===== src/rtl/approx_mult_pkg.sv =====
// Shared types and helpers for the approximate multiplier pipeline.
package approx_mult_pkg;

  typedef enum logic {
    MODE_EXACT  = 1'b0,
    MODE_APPROX = 1'b1
  } mode_e;

  localparam int MAX_W    = 16;
  localparam int MAX_COLS = 2 * MAX_W + 1;

  // Bit c is set when product column c survives truncation (c >= k, inside 2w).
  function automatic logic [MAX_COLS-1:0] col_mask(input int w, input int k);
    logic [MAX_COLS-1:0] m;
    m = '0;
    for (int c = 0; c < MAX_COLS; c++) begin
      if (c >= k && c < 2 * w) m[c] = 1'b1;
    end
    return m;
  endfunction

endpackage


===== src/rtl/approx_mult_pipe_compress.sv =====
// Partial-product generation, column masking and carry-save reduction to a
// sum/carry pair.
module approx_pp_compress
  import approx_mult_pkg::*;
#(
  parameter int W = 8,
  parameter int K = 8
) (
  input  logic [W-1:0] x_i,
  input  logic [W-1:0] y_i,
  input  mode_e        mode_i,
  output logic [2*W:0] sum_o,
  output logic [2*W:0] carry_o
);

  localparam int SW = 2 * W + 1;
  localparam logic [SW-1:0] APPROX_MASK = SW'(col_mask(W, K));

  logic [SW-1:0] mask;
  logic [SW-1:0] row;
  logic [SW-1:0] s;
  logic [SW-1:0] c;
  logic [SW-1:0] ns;
  logic [SW-1:0] nc;

  // Each operand row is folded into the running sum/carry pair by a 3:2 stage.
  always_comb begin
    mask = (mode_i == MODE_APPROX) ? APPROX_MASK : {SW{1'b1}};
    row  = '0;
    s    = '0;
    c    = '0;
    ns   = '0;
    nc   = '0;
    for (int j = 0; j < W; j++) begin
      row = (SW'(x_i) << j) & {SW{y_i[j]}} & mask;
      ns  = s ^ c ^ row;
      nc  = ((s & c) | (s & row) | (c & row)) << 1;
      s   = ns;
      c   = nc;
    end
    sum_o   = s;
    carry_o = c;
  end

endmodule


===== src/rtl/approx_mult_pipe.sv =====
// Two-stage exact/approximate unsigned multiplier with valid/ready handshakes:
// stage 1 holds the carry-save pair, stage 2 the resolved product.
module approx_mult_pipe
  import approx_mult_pkg::*;
#(
  parameter int           W    = 8,
  parameter int           K    = 8,
  parameter logic [2*W-1:0] COMP = '0
) (
  input  logic           clk,
  input  logic           rst,
  input  logic           in_valid,
  output logic           in_ready,
  input  logic [W-1:0]   in_x,
  input  logic [W-1:0]   in_y,
  input  logic           in_mode,
  output logic           out_valid,
  input  logic           out_ready,
  output logic [2*W-1:0] out_z,
  output logic           out_mode
);

  logic           s1_valid_q, s1_valid_d;
  logic [2*W:0]   s1_sum_q,   s1_sum_d;
  logic [2*W:0]   s1_carry_q, s1_carry_d;
  mode_e          s1_mode_q,  s1_mode_d;
  logic           s2_valid_q, s2_valid_d;
  logic [2*W-1:0] s2_z_q,     s2_z_d;
  mode_e          s2_mode_q,  s2_mode_d;

  logic [2*W:0]   pp_sum;
  logic [2*W:0]   pp_carry;
  logic [2*W:0]   comp_sel;
  logic           adv2;

  approx_pp_compress #(.W(W), .K(K)) u_compress (
    .x_i     (in_x),
    .y_i     (in_y),
    .mode_i  (mode_e'(in_mode)),
    .sum_o   (pp_sum),
    .carry_o (pp_carry)
  );

  // Ready ripples back combinationally so a full pipe still accepts while draining.
  always_comb begin
    adv2     = !s2_valid_q || out_ready;
    in_ready = !s1_valid_q || adv2;
    comp_sel = (s1_mode_q == MODE_APPROX) ? {1'b0, COMP} : '0;

    s1_valid_d = s1_valid_q;
    s1_sum_d   = s1_sum_q;
    s1_carry_d = s1_carry_q;
    s1_mode_d  = s1_mode_q;
    s2_valid_d = s2_valid_q;
    s2_z_d     = s2_z_q;
    s2_mode_d  = s2_mode_q;

    if (in_ready) begin
      s1_valid_d = in_valid;
      if (in_valid) begin
        s1_sum_d   = pp_sum;
        s1_carry_d = pp_carry;
        s1_mode_d  = mode_e'(in_mode);
      end
    end

    if (adv2) begin
      s2_valid_d = s1_valid_q;
      if (s1_valid_q) begin
        s2_z_d    = (2*W)'(s1_sum_q + s1_carry_q + comp_sel);
        s2_mode_d = s1_mode_q;
      end
    end
  end

  always_ff @(posedge clk or posedge rst) begin
    if (rst) begin
      s1_valid_q <= 1'b0;
      s1_sum_q   <= '0;
      s1_carry_q <= '0;
      s1_mode_q  <= MODE_EXACT;
      s2_valid_q <= 1'b0;
      s2_z_q     <= '0;
      s2_mode_q  <= MODE_EXACT;
    end else begin
      s1_valid_q <= s1_valid_d;
      s1_sum_q   <= s1_sum_d;
      s1_carry_q <= s1_carry_d;
      s1_mode_q  <= s1_mode_d;
      s2_valid_q <= s2_valid_d;
      s2_z_q     <= s2_z_d;
      s2_mode_q  <= s2_mode_d;
    end
  end

  assign out_valid = s2_valid_q;
  assign out_z     = s2_z_q;
  assign out_mode  = s2_mode_q;

endmodule


===== config.mk =====
export PLATFORM = sky130hd
export DESIGN_NAME = approx_mult_pipe
export DESIGN_NICKNAME = d
export VERILOG_FILES = /design/src/rtl/approx_mult_pkg.sv /design/src/rtl/approx_mult_pipe_compress.sv /design/src/rtl/approx_mult_pipe.sv
export SDC_FILE = /design/constraint.sdc
export NUM_CORES = 1
export LEC_CHECK = 0
export BUFFER_PORTS_ARGS = -buffer_cell sky130_fd_sc_hd__buf_4
export CAP_MARGIN = 20
export CORE_MARGIN = 4
export CORE_UTILIZATION = 45
export CTS_CLUSTER_SIZE = 20
export DETAILED_ROUTE_END_ITERATION = 10
export PLACE_DENSITY = 0.78
export SLEW_MARGIN = 20
export SYNTH_ARGS = -nofsm -noshare
export SYNTH_HDL_FRONTEND = slang
export SYNTH_SLANG_ARGS = --single-unit

===== constraint.sdc =====
create_clock -name clk -period 2.1 [get_ports clk]
set_clock_uncertainty 0.15 [all_clocks]
set_input_delay 0 -clock clk [delete_from_list [all_inputs] [get_ports clk]]
set_output_delay 0 -clock clk [all_outputs]
set_load 0.005 [all_outputs]

; ---- Word level (Yosys, flattened, before mapping)
; Index checks and enable logic that the tools add are counted.
[classes]
add_sub_neg = 1
n_mux = 1
bitwise = 60
n_reduce_logical = 6
[ops]
columns = operator, count
row1 = $and A15 B15 Y15, 19
row2 = $xor A16 B16 Y16, 13
row3 = $or A15 B15 Y15, 12
row4 = $and A16 B16 Y16, 8
row5 = $add A16 B16 Y16, 1
row6 = $and A10 B16 Y16, 1
row7 = $and A11 B16 Y16, 1
row8 = $and A12 B16 Y16, 1
row9 = $and A13 B16 Y16, 1
row10 = $and A14 B16 Y16, 1
row11 = $and A15 B16 Y16, 1
row12 = $and A8 B16 Y16, 1
row13 = $and A9 B16 Y16, 1
row14 = $mux W8, 1
row15 = $reduce_and A2 Y1, 2
row16 = $logic_not A1 Y1, 2
row17 = $logic_or A1 B1 Y1, 2
[word_totals]
regBits = 51
in_bits = 21
output_inout_bits = 19
word_cells = 75

; ---- Longest topological paths before layout
; Gate-level depths: netlist (run 1).
[depth]
word_depth = 21
mapped_depth = 14
mapped_depth_nobuf = 14

; ---- By module
; A second synthesis (run 1) with hierarchy kept.
[unflattened]
hier_cells = 393
area_unflattened_um2 = 4267.8
[modules_own_cells]
columns = module, instances, cells_per_inst, area_per_inst_um2
row1 = approx_mult_pipe, 1, 220, 2626.3
row2 = approx_pp_compress, 1, 173, 1641.6

; ---- Worst setup path before layout (run 1)
; OpenSTA, ideal clock, no wires.
[synth_path]
path_type = input-to-reg
start = input in_y[1]
end = register s1_sum_q[7]
setup_time_ps = 125
arrival_time_ps = 3665
setup_slack_ps = -1840
stages = 14
path_buffers = 0
cell_sequence = nor2b_1 and2_1 ha_1 inv_1 fa_1 fa_1 inv_1 fa_1 inv_1 fa_1 fa_1 inv_1 fa_1 mux2_2
[synth_via]
elab_chain_len = 20
word_cells_on_any_way = 41
[synth_lines]
columns = element, line_no
row1 = start: declaration, approx_mult_pipe.sv:15  ; input logic [W-1:0] in_y,
row2 = $and A9 B16 Y16 *, approx_mult_pipe_compress.sv:35  ; row = (SW'(x_i) << j) & {SW{y_i[j]}} & mask;
row3 = $and A16 B16 Y16 *, approx_mult_pipe_compress.sv:35
row4 = $xor A16 B16 Y16 or $and A15 B15 Y15 (tied branches), "approx_mult_pipe_compress.sv:36, approx_mult_pipe_compress.sv:37"
row5 = $and A15 B15 Y15, approx_mult_pipe_compress.sv:37  ; nc = ((s & c) | (s & row) | (c & row)) << 1;
row6 = $or A15 B15 Y15 (2 in a row), approx_mult_pipe_compress.sv:37
row7 = $and A15 B15 Y15, approx_mult_pipe_compress.sv:37
row8 = $or A15 B15 Y15 (2 in a row), approx_mult_pipe_compress.sv:37
row9 = $and A15 B15 Y15, approx_mult_pipe_compress.sv:37
row10 = $or A15 B15 Y15 (2 in a row), approx_mult_pipe_compress.sv:37
row11 = $and A15 B15 Y15, approx_mult_pipe_compress.sv:37
row12 = $or A15 B15 Y15 (2 in a row), approx_mult_pipe_compress.sv:37
row13 = $and A15 B15 Y15, approx_mult_pipe_compress.sv:37
row14 = $or A15 B15 Y15 (2 in a row), approx_mult_pipe_compress.sv:37
row15 = $xor A16 B16 Y16 * (2 in a row), approx_mult_pipe_compress.sv:36  ; ns = s ^ c ^ row;
row16 = named net pp_sum[7], approx_mult_pipe.sv:31  ; logic [2*W:0] pp_sum;
row17 = end signal: assignment, approx_mult_pipe.sv:87  ; s1_sum_q <= s1_sum_d;
row18 = end: declaration, approx_mult_pipe.sv:24  ; logic [2*W:0] s1_sum_q, s1_sum_d;
; The timed path passes the listed nets; every way through them passes the cells marked *.
; A chain may end at the register's enable or synchronous reset.

; ---- Worst setup path in the final report (run 1)
[layout_path]
start = input in_mode
end = register s1_sum_q[8]
[layout_via]
elab_chain_len = 20
word_cells_on_any_way = 47
[layout_lines]
columns = element, line_no
row1 = start: declaration, approx_mult_pipe.sv:16  ; input logic in_mode,
row2 = $mux W8 *, approx_mult_pipe_compress.sv:28  ; mask = (mode_i == MODE_APPROX) ? APPROX_MASK : {SW{1'b1}};
row3 = $and A16 B16 Y16, approx_mult_pipe_compress.sv:35
row4 = $xor A16 B16 Y16 or $and A15 B15 Y15 (tied branches), "approx_mult_pipe_compress.sv:36, approx_mult_pipe_compress.sv:37"
row5 = $and A15 B15 Y15, approx_mult_pipe_compress.sv:37
row6 = $or A15 B15 Y15 (2 in a row), approx_mult_pipe_compress.sv:37
row7 = $and A15 B15 Y15, approx_mult_pipe_compress.sv:37
row8 = $or A15 B15 Y15 (2 in a row), approx_mult_pipe_compress.sv:37
row9 = $and A15 B15 Y15, approx_mult_pipe_compress.sv:37
row10 = $or A15 B15 Y15 (2 in a row), approx_mult_pipe_compress.sv:37
row11 = $and A15 B15 Y15, approx_mult_pipe_compress.sv:37
row12 = $or A15 B15 Y15 (2 in a row), approx_mult_pipe_compress.sv:37
row13 = $and A15 B15 Y15, approx_mult_pipe_compress.sv:37
row14 = $or A15 B15 Y15 (2 in a row), approx_mult_pipe_compress.sv:37
row15 = $xor A16 B16 Y16 * (2 in a row), approx_mult_pipe_compress.sv:36
row16 = named net pp_sum[8], approx_mult_pipe.sv:31
; Marks and branches as above.

==> flow_summary.ini, run 1 <==
[placement]
hpwlAfterDp_microns = 5020
place_ws_ps = -1970
gp_congestion = 0.806
port_buffers = 39

[detailed_routing]
vias = 2360
wl_microns = 6700
drtIter0Drc = 91
antenna_left = 0
firstDrtPassIters = 4
drc = 0
viasPerCell = 4.96
wl_per_cell_microns = 14.1

[sta]
period_needed_ps = 3780
finalSetupViolCount = 17
fin_crit_sh = 1.80
rsz0062_at_grt = yes
worstMarginPinSlew_ps = 563
maxSlewViolCount = 0
holdWs_ps = -1.66
fmax_mhz = 265
hold_violations = 1
fin_tns_setup_ps = -20430
maxSlewHeadroom = 0.624
worst_slack_ps = -1680

[worst_setup_path]
critPathKind = in2reg
cp_slowest_cell = fa_2
max_stage_delay_ps = 550
critical_path.endpoint_type = flop
crit_chain = buf_12 > nor2b_4 > and2_4 > ha_4 > inv_2 > fa_2 > fa_2 > fa_2 > fa_2 > fa_2 > inv_2 > fa_2 > mux2_2
crit_path_start_kind = input pin
crit_fanout = 6
required_ps = 2120
critPathMostFrequentCell = fa_2
arrival_ps = 3800

[clock_tree]
cts_tree = yes
htreeDepth = 2
cts.sinks = 42
clockBufferDepth = 2
clock_latency_ps = 300
root_buffer = clkbuf_8
cts_buffers = 5
clkTransAtPathRegs_ps = 90

[synth]
synth-seq-cells = 42
synth_top_area_frac = 0.322
avgSynthCellArea_sq_um = 10.8
syn_area_sq_um = 3270
synth_cell_types = 33
yosys.area.top_type = dfrtp_1
synth_nets = 381
ys_top_cells_by_area = dfrtp_1 32%, fa_1 26%, mux2_2 9.0%, nand2_1 5.9%, ha_1 5.4%
yosysSeqAreaShare = 0.322
syn_inst = 303
ys.warnings.count = 0

[global_route]
grt_start_max_net_pins = 43
globalRouteOverflowTotal = 0
grt_pass1_vias = 2381
grt_pass1_wl_microns = 11300
grt_usage = 0.163
antenna_found_initial = 0

[power]
cellPowerDensity_nw_per_um2 = 781
ir_drop_uv = 344
total_leakage_power_nw = 1.91

[floorplan]
core_area_sq_um = 6910
initial_core_util = 0.473
fp.dieH_microns = 93.2
num_io_pins = 40
rows = 30
die_w_microns = 93.2
dieArea_sq_um = 8680

[cells_and_area]
mostFrequentLayoutCell = buf_4
syn2layout_area_growth_pct = 29.9
drive_gt1_frac = 0.447
final_cell_mix = 67 x buf_4, 51 x nand2_1, 42 x dfrtp_1, 30 x fa_2, 22 x mux2_2
nNetsFinal = 457
num_antenna_cells = 0
nFillCells = 561

[worst_hold_path]
hold_path.class = in2reg

[flow_run]
cap_violations = 0

[run_status]
status = finished, violations left
violations = hold timing, setup timing
area by class of cell:
class	count	area (sq um)	share of cell area
Multi-Input combinational cell	213	2200	0.519
Inverter	39	146	0.0345
Clock inverter	2	12.5	0.00295
Tap cell	96	120	0.0283
Clock buffer	6	82.6	0.0195
Timing Repair Buffer	78	627	0.148
Sequential cell	42	1050	0.248
synthesized netlist by cell type:
cell type and number:
a211o_1 1, a211oi_1 2, a21boi_0 1, a21o_1 2
a21oi_1 2, a311oi_1 1, a31o_2 1, and2_1 26
and4_1 1, buf_2 4, clkbuf_1 5, dfrtp_1 42
fa_1 43, ha_1 14, inv_1 39, mux2_2 26
nand2_1 51, nand2b_1 3, nand3_1 1, nand3b_1 3
nor2_1 4, nor2b_1 7, nor2b_4 1, o2111ai_1 1
o211ai_1 1, o21a_1 1, o21ai_0 13, o21bai_1 1
o22ai_1 1, o31a_1 1, or2b_2 1, or4_1 1
xor2_1 2
repair_timing:
action,CTS,global route
pin swaps,7,6
gates resized for setup,37,21
hold endpoints to repair,47,0
setup endpoints to repair,17,19
buffers inserted,2,3
hold buffers,7,0
cell families (layout without fill, tap and decap cells):
group,Yosys count,count (layout),share of synthesized area
buffers and inverters,48,125,0.0567
adders and majority gates,57,57,0.317
DFF,42,42,0.322
muxes,26,26,0.0897
xor gates and xnor gates,2,2,0.00536
AOI/OAI and AO/OA,29,29,0.0567
and+or+nand+nor,99,99,0.152
power by group:
group | switching (mW) | internal (mW) | leakage, nW | total (mW)
clock | 0.288 | 0.265 | 0.0472 | 0.552
combinational | 0.709 | 0.841 | 1.34 | 1.55
sequential | 0.142 | 1.07 | 0.523 | 1.21
worst max-delay path, delay by kind of cell:
family | cells | cell delay [ps]
buffers and inverters | 3 | 180
AND/OR/NAND/NOR | 2 | 320
multiplexers | 1 | 270
adder cells (fa/ha/maj) | 7 | 3020
path summary, 6_finish.rpt:
path                           endpoint  cells past startpoint        start  slack, ps
max                         s1_sum_q[8]                     13      in_mode      -1680
min                        s1_sum_q[14]                      4      in_x[7]         -2
max reg2reg                   out_z[14]                      7  s1_sum_q[8]         80
min reg2reg                 s1_sum_q[2]                      2  s1_sum_q[2]        330
max in group asynchronous   s1_sum_q[8]                      4          rst       1180
min in group asynchronous   s1_sum_q[2]                      4          rst        250
per-layer routing:
metal	vias up	track usage	wire, microns
met5	-	0	0
met4	0	0.0440	93
met3	8	0.0282	240
met2	49	0.270	3370
met1	1188	0.223	3000
li1	1115	-	-
metrics by stage:
step	util	power [mW]	cell area, sq um	instances
finish	0.614	3.32	4240	476
global route	0.614	3.57	4240	476
CTS	0.602	3.26	4160	473
detailed placement	0.564	2.64	3890	456
global placement	0.564	2.58	3890	456
floorplan	-	2.11	3320	303
flip-flops by register name (all words and copies together) (netlist names):
name	count
out_z	16
s1_sum_q	15
s1_carry_q	7
out_mode	1
out_valid	1
s1_mode_q	1
s1_valid_q	1
(Power assumes the default switching activity.)
==> run 2: changes to the inputs <==
- CORE_MARGIN: 4 -> not set
- MAX_ROUTING_LAYER: not set -> met4
- PLACE_DENSITY: 0.78 -> 0.67
==> run 2 against run 1 <==
Effect of this change:
- the run ends with setup timing left
- die area decreased by 12%
- utilization decreased by 0.13 points
- combinational power decreased by 3%
- first-iteration DRC count decreased by 52%
- wire length decreased by 9.5%
- cell count decreased by 0.42%
- count of clock-buffer cells in the layout unchanged
- sequential cell count unchanged
- largest cell class unchanged
- hold slack improved by 45 ps
- global-route usage increased by 1.7 points
- highest routed layer unchanged
==> flow_summary.ini, run 2 (synthesis gave the netlist of run 1 again) <==
[run_status]
status = finished, violations left
violations = setup timing

[worst_setup_path]
timing.rr.start = s1_sum_q[8]
crit_path_start_kind = input pin
critical_path.endpoint_type = flop
crit_fanout = 5
worstReg2RegEnd = out_z[14]
required_ps = 2130
r2r_setup_slack_ps = 80
ff2ff_path_depth = 7
critPathKind = in2reg
arrival_ps = 3800

[placement]
port_buffers = 39
hpwlAfterDp_microns = 4790
postPlaceCellArea_sq_um = 3890
gp_congestion = 0.786

[detailed_routing]
wl_per_cell_microns = 12.8
drtIter0Drc = 44
firstDrtPassIters = 4
viasPerCell = 4.86
antenna_left = 0
vias = 2304
wl_microns = 6060
drc = 0

[cells_and_area]
num_antenna_cells = 0
drive_gt1_frac = 0.434
largest_reg_flops = 16
mostFrequentLayoutCell = buf_4
stdcell_area_sq_um = 4230
syn2layout_area_growth_pct = 29.7
nNetsFinal = 455
final_cell_mix = 64 x buf_4, 51 x nand2_1, 42 x dfrtp_1, 31 x fa_2, 25 x inv_1

[sta]
fin_crit_sh = 1.80
maxSlewHeadroom = 0.646
maxSlewViolCount = 0
worstMarginPinSlew_ps = 530
rsz0062_at_grt = yes
period_needed_ps = 3770
hold_violations = 0
fmax_mhz = 265
worst_slack_ps = -1670
finalSetupViolCount = 17

[power]
cellPowerDensity_nw_per_um2 = 790
finalPower_mw = 3.35
total_leakage_power_nw = 1.90
ir_drop_uv = 342

[worst_hold_path]
hold_path.class = in2reg
whs_path_depth = 4
hold-path-endpoint = s1_mode_q
hp-start = in_mode

[clock_tree]
cts.sinks = 42
root_buffer = clkbuf_8
cts_tree = yes
cts_buffers = 5
clockBufferDepth = 2
clock_latency_ps = 300
htreeDepth = 2
clkTransAtPathRegs_ps = 80

[global_route]
antenna_found_initial = 0
grt_start_max_net_pins = 43
globalRouteOverflowTotal = 0
grt_pass1_vias = 2254
grt_pass1_wl_microns = 10400
grt_usage = 0.180

[floorplan]
core_area_sq_um = 6910
dieArea_sq_um = 7600
rows = 30
initial_core_util = 0.473
num_io_pins = 40
die_w_microns = 87.2
fp.dieH_microns = 87.2

[flow_run]
cap_violations = 0
## run 2: cell types whose count changed in the layout (fill, tap and decap cells not counted), moves of 2 or more
cell | previous run | this run
inv_2 | 18 | 14
buf_4 | 67 | 64
inv_1 | 21 | 25
ha_2 | 0 | 2
## run 2: metrics by stage
stage	worst slack [ps]	std cells	util	setup TNS (ps)	hold slack (ps)
floorplan	-1740	303	-	-22650	-41.6
global placement	-1960	455	0.563	-26500	11.0
detailed placement	-1990	455	0.563	-26960	27.7
CTS	-1670	472	0.605	-19960	35.6
global route	-1740	474	0.613	-21230	48.7
finish	-1670	474	0.613	-19870	43.3
## run 2: worst max-delay path by stage
stage / start / endpoint / slack [ps] / cells past startpoint
after floorplan: in_y[1] / s1_sum_q[7] / -1740 / 14
after global placement: in_y[1] / s1_sum_q[7] / -1960 / 15
after detailed placement: in_y[1] / s1_sum_q[7] / -1990 / 13
after CTS: in_y[0] / s1_sum_q[7] / -1670 / 13
after global routing: in_y[0] / s1_sum_q[7] / -1740 / 13
final: in_y[0] / s1_sum_q[7] / -1670 / 13
## run 2: worst max-delay path: stages
cell and delay [ps]:
buf_6 90, nor2b_4 130, and2_4 160, ha_4 260
inv_2 30, fa_2 520, fa_2 440, fa_2 540
fa_2 440, fa_1 430, inv_1 80, fa_2 420
mux2_2 260
## run 2: final cells by class
cell class,count,area (sq um)
Tap cell,96,120
Clock buffer,6,72.6
Fill cell,577,2670
Inverter,39,146
Multi-Input combinational cell,213,2190
Clock inverter,2,37.5
Timing Repair Buffer,76,616
Sequential cell,42,1050
## run 2: layer usage
metal  part of all wire  vias to the layer above  GRT usage  routed length, microns
met2               0.49                       44      0.280                    2950
met4             0.0094                        0     0.0358                      57
li1                   -                     1105          -                       -
met3              0.032                        5     0.0256                     193
met1               0.47                     1150      0.256                    2860
met5                  0                        -          -                       0
## run 2: repair_timing
item / in CTS / in global routing
gates resized for setup: 37 / 18
pin swaps: 5 / 8
hold buffers: 7 / 0
endpoints found under the hold margin: 46 / 0
setup buffers: 2 / 2
endpoints found under the setup margin: 17 / 18
## run 2: power breakdown
group | total [mW] | internal, mW | switching [mW]
registers | 1.21 | 1.07 | 0.140
clock network | 0.640 | 0.355 | 0.285
logic | 1.50 | 0.828 | 0.668
